### config.mk
export PLATFORM = sky130hd
export DESIGN_NAME = spi_slave_rx
export DESIGN_NICKNAME = d
export VERILOG_FILES = /design/src/rtl/spi_pkg.sv /design/src/rtl/spi_rx_fifo.sv /design/src/rtl/spi_slave_rx.sv
export SDC_FILE = /design/constraint.sdc
export NUM_CORES = 1
export LEC_CHECK = 0
export BUFFER_PORTS_ARGS = -buffer_cell sky130_fd_sc_hd__buf_4
export CAP_MARGIN = 20
export CORE_ASPECT_RATIO = 1.1
export CORE_MARGIN = 4
export CORE_UTILIZATION = 40
export DETAILED_ROUTE_END_ITERATION = 10
export SLEW_MARGIN = 15
export SYNTH_ARGS = -nofsm -noshare
export SYNTH_HDL_FRONTEND = slang
export SYNTH_SLANG_ARGS = --single-unit
### constraint.sdc
create_clock -name clock -period 3.1 [get_ports clock]
set_input_delay 0.155 -clock clock [delete_from_list [all_inputs] [get_ports clock]]
set_output_delay 0.155 -clock clock [all_outputs]
set_load 0.02 [all_outputs]
### src/rtl/spi_pkg.sv
// Shared definitions for the SPI slave receiver: default frame width,
// receive FSM state encoding and the FIFO pointer-width helper.
package spi_pkg;

    localparam int DATA_W_DEF = 8;

    typedef enum logic [1:0] {
        IDLE  = 2'd0,
        SHIFT = 2'd1,
        PUSH  = 2'd2
    } rx_state_e;

    // Pointer carries one extra wrap bit so full and empty can be told apart
    function automatic int ptr_width(input int depth);
        return $clog2(depth) + 1;
    endfunction

endpackage

### src/rtl/spi_rx_fifo.sv
// First-word-fall-through receive FIFO. The head entry is held in a
// register that is recomputed from next-state pointers, so rd_data, empty
// and full are all flop outputs. A push while full is dropped and reported
// on ovf_evt; a simultaneous pop frees the slot so the push goes through.
module spi_rx_fifo
    import spi_pkg::*;
#(
    parameter int DATA_W = DATA_W_DEF,
    parameter int DEPTH  = 4
) (
    input  logic              clock,
    input  logic              reset,
    input  logic              push,
    input  logic [DATA_W-1:0] push_data,
    input  logic              pop,
    output logic [DATA_W-1:0] rd_data,
    output logic              empty,
    output logic              full,
    output logic              ovf_evt
);

    localparam int PW = ptr_width(DEPTH);
    localparam int AW = PW - 1;

    logic [DATA_W-1:0] mem_r [DEPTH];
    logic [PW-1:0]     wr_ptr_r;
    logic [PW-1:0]     rd_ptr_r;
    logic [PW-1:0]     wr_ptr_s;
    logic [PW-1:0]     rd_ptr_s;
    logic [DATA_W-1:0] head_r;
    logic [DATA_W-1:0] head_s;
    logic              empty_r;
    logic              full_r;
    logic              empty_s;
    logic              full_s;
    logic              pop_do_s;
    logic              push_do_s;
    logic              ovf_evt_s;

    // Next-state pointers, flags and head entry
    always_comb begin
        pop_do_s  = pop & ~empty_r;
        push_do_s = push & (~full_r | pop_do_s);
        ovf_evt_s = push & full_r & ~pop_do_s;
        wr_ptr_s  = wr_ptr_r + {{AW{1'b0}}, push_do_s};
        rd_ptr_s  = rd_ptr_r + {{AW{1'b0}}, pop_do_s};
        empty_s   = (wr_ptr_s == rd_ptr_s);
        full_s    = (wr_ptr_s[AW-1:0] == rd_ptr_s[AW-1:0]) &&
                    (wr_ptr_s[AW] != rd_ptr_s[AW]);
        // A push landing on the slot that becomes the head bypasses memory
        if (push_do_s && (wr_ptr_r[AW-1:0] == rd_ptr_s[AW-1:0])) begin
            head_s = push_data;
        end else begin
            head_s = mem_r[rd_ptr_s[AW-1:0]];
        end
    end

    // Storage, pointers and registered status
    always_ff @(posedge clock or negedge reset) begin
        if (!reset) begin
            for (int i = 0; i < DEPTH; i++) begin
                mem_r[i] <= {DATA_W{1'b0}};
            end
            wr_ptr_r <= {PW{1'b0}};
            rd_ptr_r <= {PW{1'b0}};
            head_r   <= {DATA_W{1'b0}};
            empty_r  <= 1'b1;
            full_r   <= 1'b0;
        end else begin
            if (push_do_s) begin
                mem_r[wr_ptr_r[AW-1:0]] <= push_data;
            end
            wr_ptr_r <= wr_ptr_s;
            rd_ptr_r <= rd_ptr_s;
            head_r   <= head_s;
            empty_r  <= empty_s;
            full_r   <= full_s;
        end
    end

    assign rd_data = head_r;
    assign empty   = empty_r;
    assign full    = full_r;
    assign ovf_evt = ovf_evt_s;

endmodule

### src/rtl/spi_slave_rx.sv
// SPI mode-0 slave receiver (MSB first). SCLK/MOSI/SS_n are oversampled in
// the system clock domain, frames are assembled by a small FSM and pushed
// into a FWFT FIFO. Optional transmit path enabled by SPI_SLAVE_MISO_EN
// adds tx_byte/miso.
module spi_slave_rx
    import spi_pkg::*;
#(
    parameter int DATA_W      = DATA_W_DEF,
    parameter int FIFO_DEPTH  = 4,
    parameter int SYNC_STAGES = 2
) (
    input  logic              clock,
    input  logic              reset,
    input  logic              sclk,
    input  logic              mosi,
    input  logic              ss_n,
    input  logic              rd_en,
    output logic [DATA_W-1:0] rd_data,
    output logic              empty,
    output logic              full,
    output logic              busy,
    output logic              overflow,
    input  logic              ovf_clr,
    output logic              frame_err
`ifdef SPI_SLAVE_MISO_EN
    ,
    input  logic [DATA_W-1:0] tx_byte,
    output logic              miso
`endif
);

    localparam int CW = $clog2(DATA_W + 1);

    logic [SYNC_STAGES-1:0] sclk_sync_r;
    logic [SYNC_STAGES-1:0] mosi_sync_r;
    logic [SYNC_STAGES-1:0] ss_sync_r;
    logic                   sclk_prev_r;
    logic                   sclk_s;
    logic                   sclk_rise_s;
    logic                   mosi_s;
    logic                   ss_s;

    rx_state_e              state_r;
    logic [CW-1:0]          count_r;
    logic [DATA_W-1:0]      shift_r;
    logic                   busy_r;
    logic                   frame_err_r;
    logic                   overflow_r;
    logic                   push_s;
    logic                   ovf_evt_s;

    // Input synchronizers; ss_n chain resets to the deselected level
    always_ff @(posedge clock or negedge reset) begin
        if (!reset) begin
            sclk_sync_r <= {SYNC_STAGES{1'b0}};
            mosi_sync_r <= {SYNC_STAGES{1'b0}};
            ss_sync_r   <= {SYNC_STAGES{1'b1}};
            sclk_prev_r <= 1'b0;
        end else begin
            sclk_sync_r <= {sclk_sync_r[SYNC_STAGES-2:0], sclk};
            mosi_sync_r <= {mosi_sync_r[SYNC_STAGES-2:0], mosi};
            ss_sync_r   <= {ss_sync_r[SYNC_STAGES-2:0], ss_n};
            sclk_prev_r <= sclk_sync_r[SYNC_STAGES-1];
        end
    end

    assign sclk_s      = sclk_sync_r[SYNC_STAGES-1];
    assign mosi_s      = mosi_sync_r[SYNC_STAGES-1];
    assign ss_s        = ss_sync_r[SYNC_STAGES-1];
    assign sclk_rise_s = sclk_s & ~sclk_prev_r;

    // Receive FSM: frame start, bit assembly, push and abort detection
    always_ff @(posedge clock or negedge reset) begin
        if (!reset) begin
            state_r     <= IDLE;
            count_r     <= {CW{1'b0}};
            shift_r     <= {DATA_W{1'b0}};
            busy_r      <= 1'b0;
            frame_err_r <= 1'b0;
        end else begin
            frame_err_r <= 1'b0;
            case (state_r)
                IDLE: begin
                    count_r <= {CW{1'b0}};
                    busy_r  <= 1'b0;
                    if (!ss_s) begin
                        state_r <= SHIFT;
                    end else begin
                        state_r <= IDLE;
                    end
                end
                SHIFT: begin
                    if (ss_s) begin
                        // Deselect mid-byte discards the partial frame
                        if (count_r != {CW{1'b0}}) begin
                            frame_err_r <= 1'b1;
                        end else begin
                            frame_err_r <= 1'b0;
                        end
                        count_r <= {CW{1'b0}};
                        busy_r  <= 1'b0;
                        state_r <= IDLE;
                    end else if (sclk_rise_s) begin
                        shift_r <= {shift_r[DATA_W-2:0], mosi_s};
                        count_r <= count_r + CW'(1'b1);
                        busy_r  <= 1'b1;
                        if (count_r == CW'(DATA_W - 1)) begin
                            state_r <= PUSH;
                        end else begin
                            state_r <= SHIFT;
                        end
                    end else begin
                        state_r <= SHIFT;
                    end
                end
                PUSH: begin
                    count_r <= {CW{1'b0}};
                    busy_r  <= 1'b0;
                    if (ss_s) begin
                        state_r <= IDLE;
                    end else begin
                        state_r <= SHIFT;
                    end
                end
                default: begin
                    count_r <= {CW{1'b0}};
                    busy_r  <= 1'b0;
                    state_r <= IDLE;
                end
            endcase
        end
    end

    assign push_s = (state_r == PUSH);

    spi_rx_fifo #(
        .DATA_W (DATA_W),
        .DEPTH  (FIFO_DEPTH)
    ) u_fifo (
        .clock     (clock),
        .reset     (reset),
        .push      (push_s),
        .push_data (shift_r),
        .pop       (rd_en),
        .rd_data   (rd_data),
        .empty     (empty),
        .full      (full),
        .ovf_evt   (ovf_evt_s)
    );

    // Sticky overflow; a new drop outranks a clear in the same cycle
    always_ff @(posedge clock or negedge reset) begin
        if (!reset) begin
            overflow_r <= 1'b0;
        end else if (ovf_evt_s) begin
            overflow_r <= 1'b1;
        end else if (ovf_clr) begin
            overflow_r <= 1'b0;
        end else begin
            overflow_r <= overflow_r;
        end
    end

    assign busy      = busy_r;
    assign overflow  = overflow_r;
    assign frame_err = frame_err_r;

`ifdef SPI_SLAVE_MISO_EN
    logic              sclk_fall_s;
    logic [DATA_W-1:0] tx_shift_r;
    logic              miso_r;

    assign sclk_fall_s = ~sclk_s & sclk_prev_r;

    // Transmit shifter: reload at frame start and every push, advance on SCLK fall
    always_ff @(posedge clock or negedge reset) begin
        if (!reset) begin
            tx_shift_r <= {DATA_W{1'b0}};
            miso_r     <= 1'b0;
        end else if (ss_s) begin
            miso_r <= 1'b0;
        end else if ((state_r == IDLE) || (state_r == PUSH)) begin
            tx_shift_r <= tx_byte;
            miso_r     <= tx_byte[DATA_W-1];
        end else if (sclk_fall_s) begin
            tx_shift_r <= {tx_shift_r[DATA_W-2:0], 1'b0};
            miso_r     <= tx_shift_r[DATA_W-2];
        end else begin
            miso_r <= tx_shift_r[DATA_W-1];
        end
    end

    assign miso = miso_r;
`endif

endmodule
==> summary.txt <==
STA
  – Final hold vios: 0
  – Slew Limit Fails: 0
  – RSZ-0062 raised after global routing: no
  – Worst-Margin Slew: slightly below 0.9 ns
  – Fmax: 0.444 GHz
  – Fin Clk Skew: 0.00905 ns
  – Slew HR: between 40% and 50%
  – Final setup fails: 0
  – Fin crit period: roughly 2.3 ns
  – Crit share post-route: between 70% and 80%
  – Post-route setup TNS: 0 ns

Drt
  – Pre-antenna DRT Iters: 4
  – DR vias/cell: 4.76
  – Via count: 1574
  – Drt wl/cell: 15.0 um
  – DRC: 0
  – Post-Route WL: between 4000 and 5000 um
  – Initial DRC Count: 40
  – Remaining antenna violation count: 0

Critical path
  – Delay-heaviest family, CP: flip-flops
  – Buffers & Inverters on Critical Path: 1
  – CP Capture Type: register
  – Worst path slowest cell: dfstp_2
  – CP Max Fanout: 11
  – Data required time of the critical path: between 3 and 4 ns
  – Kind of critical path: reg2reg
  – RR Startpoint: u_fifo.empty$_DFF_PN1_
  – Worst Path Arrival: between 2 and 2.5 ns
  – Critical Path, Cell by Cell: nor2b_4 > and2_1 > ha_1 > buf_4 > xnor2_1 > nand3_2 > mux2_4
  – Max stage delay on crit path: ~0.57 ns
  – Crit start category: register
  – Crit path from: u_fifo.empty$_DFF_PN1_

CTS
  – Clock latency on the worst-skew pair: about 0.34 ns
  – H-tree depth: 3
  – Root Driver: clkbuf_8
  – CTS tree: built
  – Worst-path clk slew: approximately 0.070 ns
  – CTS Sinks: around 70
  – CTS buffer count: 9
  – Longest Clk Path Bufs: 2

Layout
  – Most common cell after layout, fill and taps aside: dfrtp_1
  – Most frequent cells in the layout: dfrtp_1 (69), mux2_1 (32), buf_4 (20)
  – Fillcell total: between 600 and 700
  – Syn-to-layout area delta: 17.3%
  – Multi-input logic area: approximately 1200 um2
  – Core Util, Final: roughly 48%
  – N_diodes: 0
  – Total Nets Final: 233
  – Area occupied by registers: 1810 um2
  – Layout cells sized above 1: roughly a third

Synth
  – Synth Cell Area: 3080 um2
  – FF+latch count, synth: 72
  – Synthesized netlist cell count: 190
  – Yosys warnings: 0
  – Mapped Nets: 202
  – Post-synthesis sequential area ratio: between 50% and 60%
  – Average size of a mapped cell: about 16 um2
  – Post-synthesis cell type count: 32

Place
  – IO buf count: 19
  – GP Congestion: around 0.67
  – DPL Wire Length: 3150 um

GRT
  – GRT overflow: 0
  – Global-route wire length before repair: between 8000 and 9000 um
  – GRT Resource Usage Total: roughly an eighth
  – Initial antenna violation count: 0
  – Largest net degree at the start of global routing: 73
  – Vias in the first global route: 1655

Power
  – Cell Pwr Density: 630 nW/um2
  – Static Leak: around 1.8 nW
  – Maximum vdd drop: around 320 uV

Die
  – I/O Pins: 20
  – Core ar.: around 7500 um2
  – # rows: 33
  – Die Span X: ~92 um
  – Die Ht: around 100 um
  – Initial Utilization: a little over 40%
  – Die Area: between 9000 and 10000 um2

Worst hold path
  – Hold Crit Start: rd_en
  – Hold WC Path Type: in2reg

Status
  – Status: complete, no violations

Run
  – Max Cap Viol: 0
-- power by group --
part	internal, mW	switching (mW)	total [mW]
clock network	0.474	0.337	0.811
registers	1.00	0.0723	1.07
logic	0.204	0.189	0.392
total	1.68	0.598	2.28
-- metrics by stage --
stage	total power, mW	cells	hold slack [ns]	worst slack, ns	instance area, um2
3_5_place_dp	1.49	310	0.265	0.832	3340
4_1_cts	2.32	331	0.137	0.813	3610
6_report	2.28	331	0.148	0.847	3610
2_1_floorplan	1.37	190	-0.141	0.756	3080
3_3_place_gp	1.49	310	0.265	0.868	3340
5_1_grt	2.40	331	0.146	0.741	3610
-- kinds of logic after synthesis --
kind of cell | share of synthesized area (%)
DFF | 58.6
muxes | 25.3
and+or+nand+nor | 6.74
xor gates and xnor gates | 4.67
buffers and inverters | 1.42
AOI/OAI and AO/OA | 1.18
adders and majority gates | 2.03
-- layout make-up --
cell class,count,share of cell area (%)
repair buffers,25,5.54
clock buffers,11,3.91
clock inverters,5,2.22
well taps,105,3.64
multi-input cells,107,34.1
inverters,6,0.623
flip-flops and latches,72,50.0
-- Yosys cell counts (all sizes together) --
| cell | instances | area share, % |
|---|---|---|
| dfrtp | 69 | 56 |
| mux2 | 48 | 19 |
| nor2 | 10 | 1.2 |
| mux4 | 8 | 5.8 |
| inv | 6 | 0.73 |
| xnor2 | 6 | 2.3 |
| ha | 5 | 2.0 |
| nand2b | 4 | 0.81 |
| a21oi | 3 | 0.49 |
| clkbuf | 3 | 0.37 |
| dfstp | 3 | 2.6 |
| nand2 | 3 | 0.37 |
| xor2 | 3 | 0.85 |
| and3 | 2 | 0.41 |
| buf | 2 | 0.32 |
| nor2b | 2 | 0.65 |
| nor3b | 2 | 1.2 |
| xnor3 | 2 | 1.5 |
| a21o | 1 | 0.49 |
| and2 | 1 | 0.20 |
| nand3 | 1 | 0.32 |
| nand3b | 1 | 0.24 |
| nand4 | 1 | 0.20 |
| nand4b | 1 | 0.28 |
| nor3 | 1 | 0.53 |
| o22ai | 1 | 0.20 |
| or3b | 1 | 0.28 |
-- worst register-to-register path: cells and delay by family, from the launching register on --
family	cells	cell delay, ns
buffers and inverters	1	0.19
multiplexers	1	0.39
flip-flops	1	0.57
XOR/XNOR	1	0.20
adder cells (fa/ha/maj)	1	0.26
AND/OR/NAND/NOR	3	0.53
-- flip-flops by register name, indices dropped and copies added (netlist names), 3 cells and up --
| signal | flops |
|---|---|
| u_fifo.rd_ptr_r | 3 |
| u_fifo.rd_data | 8 |
| u_fifo.wr_ptr_r | 3 |
| count_r | 4 |
| shift_r | 8 |
| u_fifo.mem_r | 32 |
-- path summary, 6_finish.rpt --
kind / slack [ns] / end / depth (start not counted)
worst min-delay path: 0.15 / overflow$_DFFE_PN0P_ / 4
min in group asynchronous: 0.48 / u_fifo.mem_r[2]$_DFFE_PN0P_ / 2
worst min register to register: 0.35 / sclk_sync_r[1]$_DFF_PN0_ / 0
worst max-delay path: 0.85 / u_fifo.rd_data[4]$_DFF_PN0_ / 7
max in group asynchronous: 2.05 / u_fifo.mem_r[28]$_DFFE_PN0P_ / 2
worst max register to register: 0.85 / u_fifo.rd_data[4]$_DFF_PN0_ / 7
-- layer usage --
| metal | routed length (um) | part of all wire (%) | global-route usage, % |
|---|---|---|---|
| met1 | 2160 | 44 | 14.8 |
| met2 | 2500 | 50 | 20.0 |
| met3 | 228 | 4.6 | 5.10 |
| met4 | 72 | 1.5 | 4.18 |
| met5 | 0 | 0 | 0 |
-- timing repair --
item | CTS | global route
setup endpoints to repair | 0 | 0
hold buffers | 5 | 0
endpoints found under the hold margin | 73 | 0
setup buffers | 0 | 0
gates resized for setup | 0 | 0
Note: power is estimated with default switching activity, not from simulation.
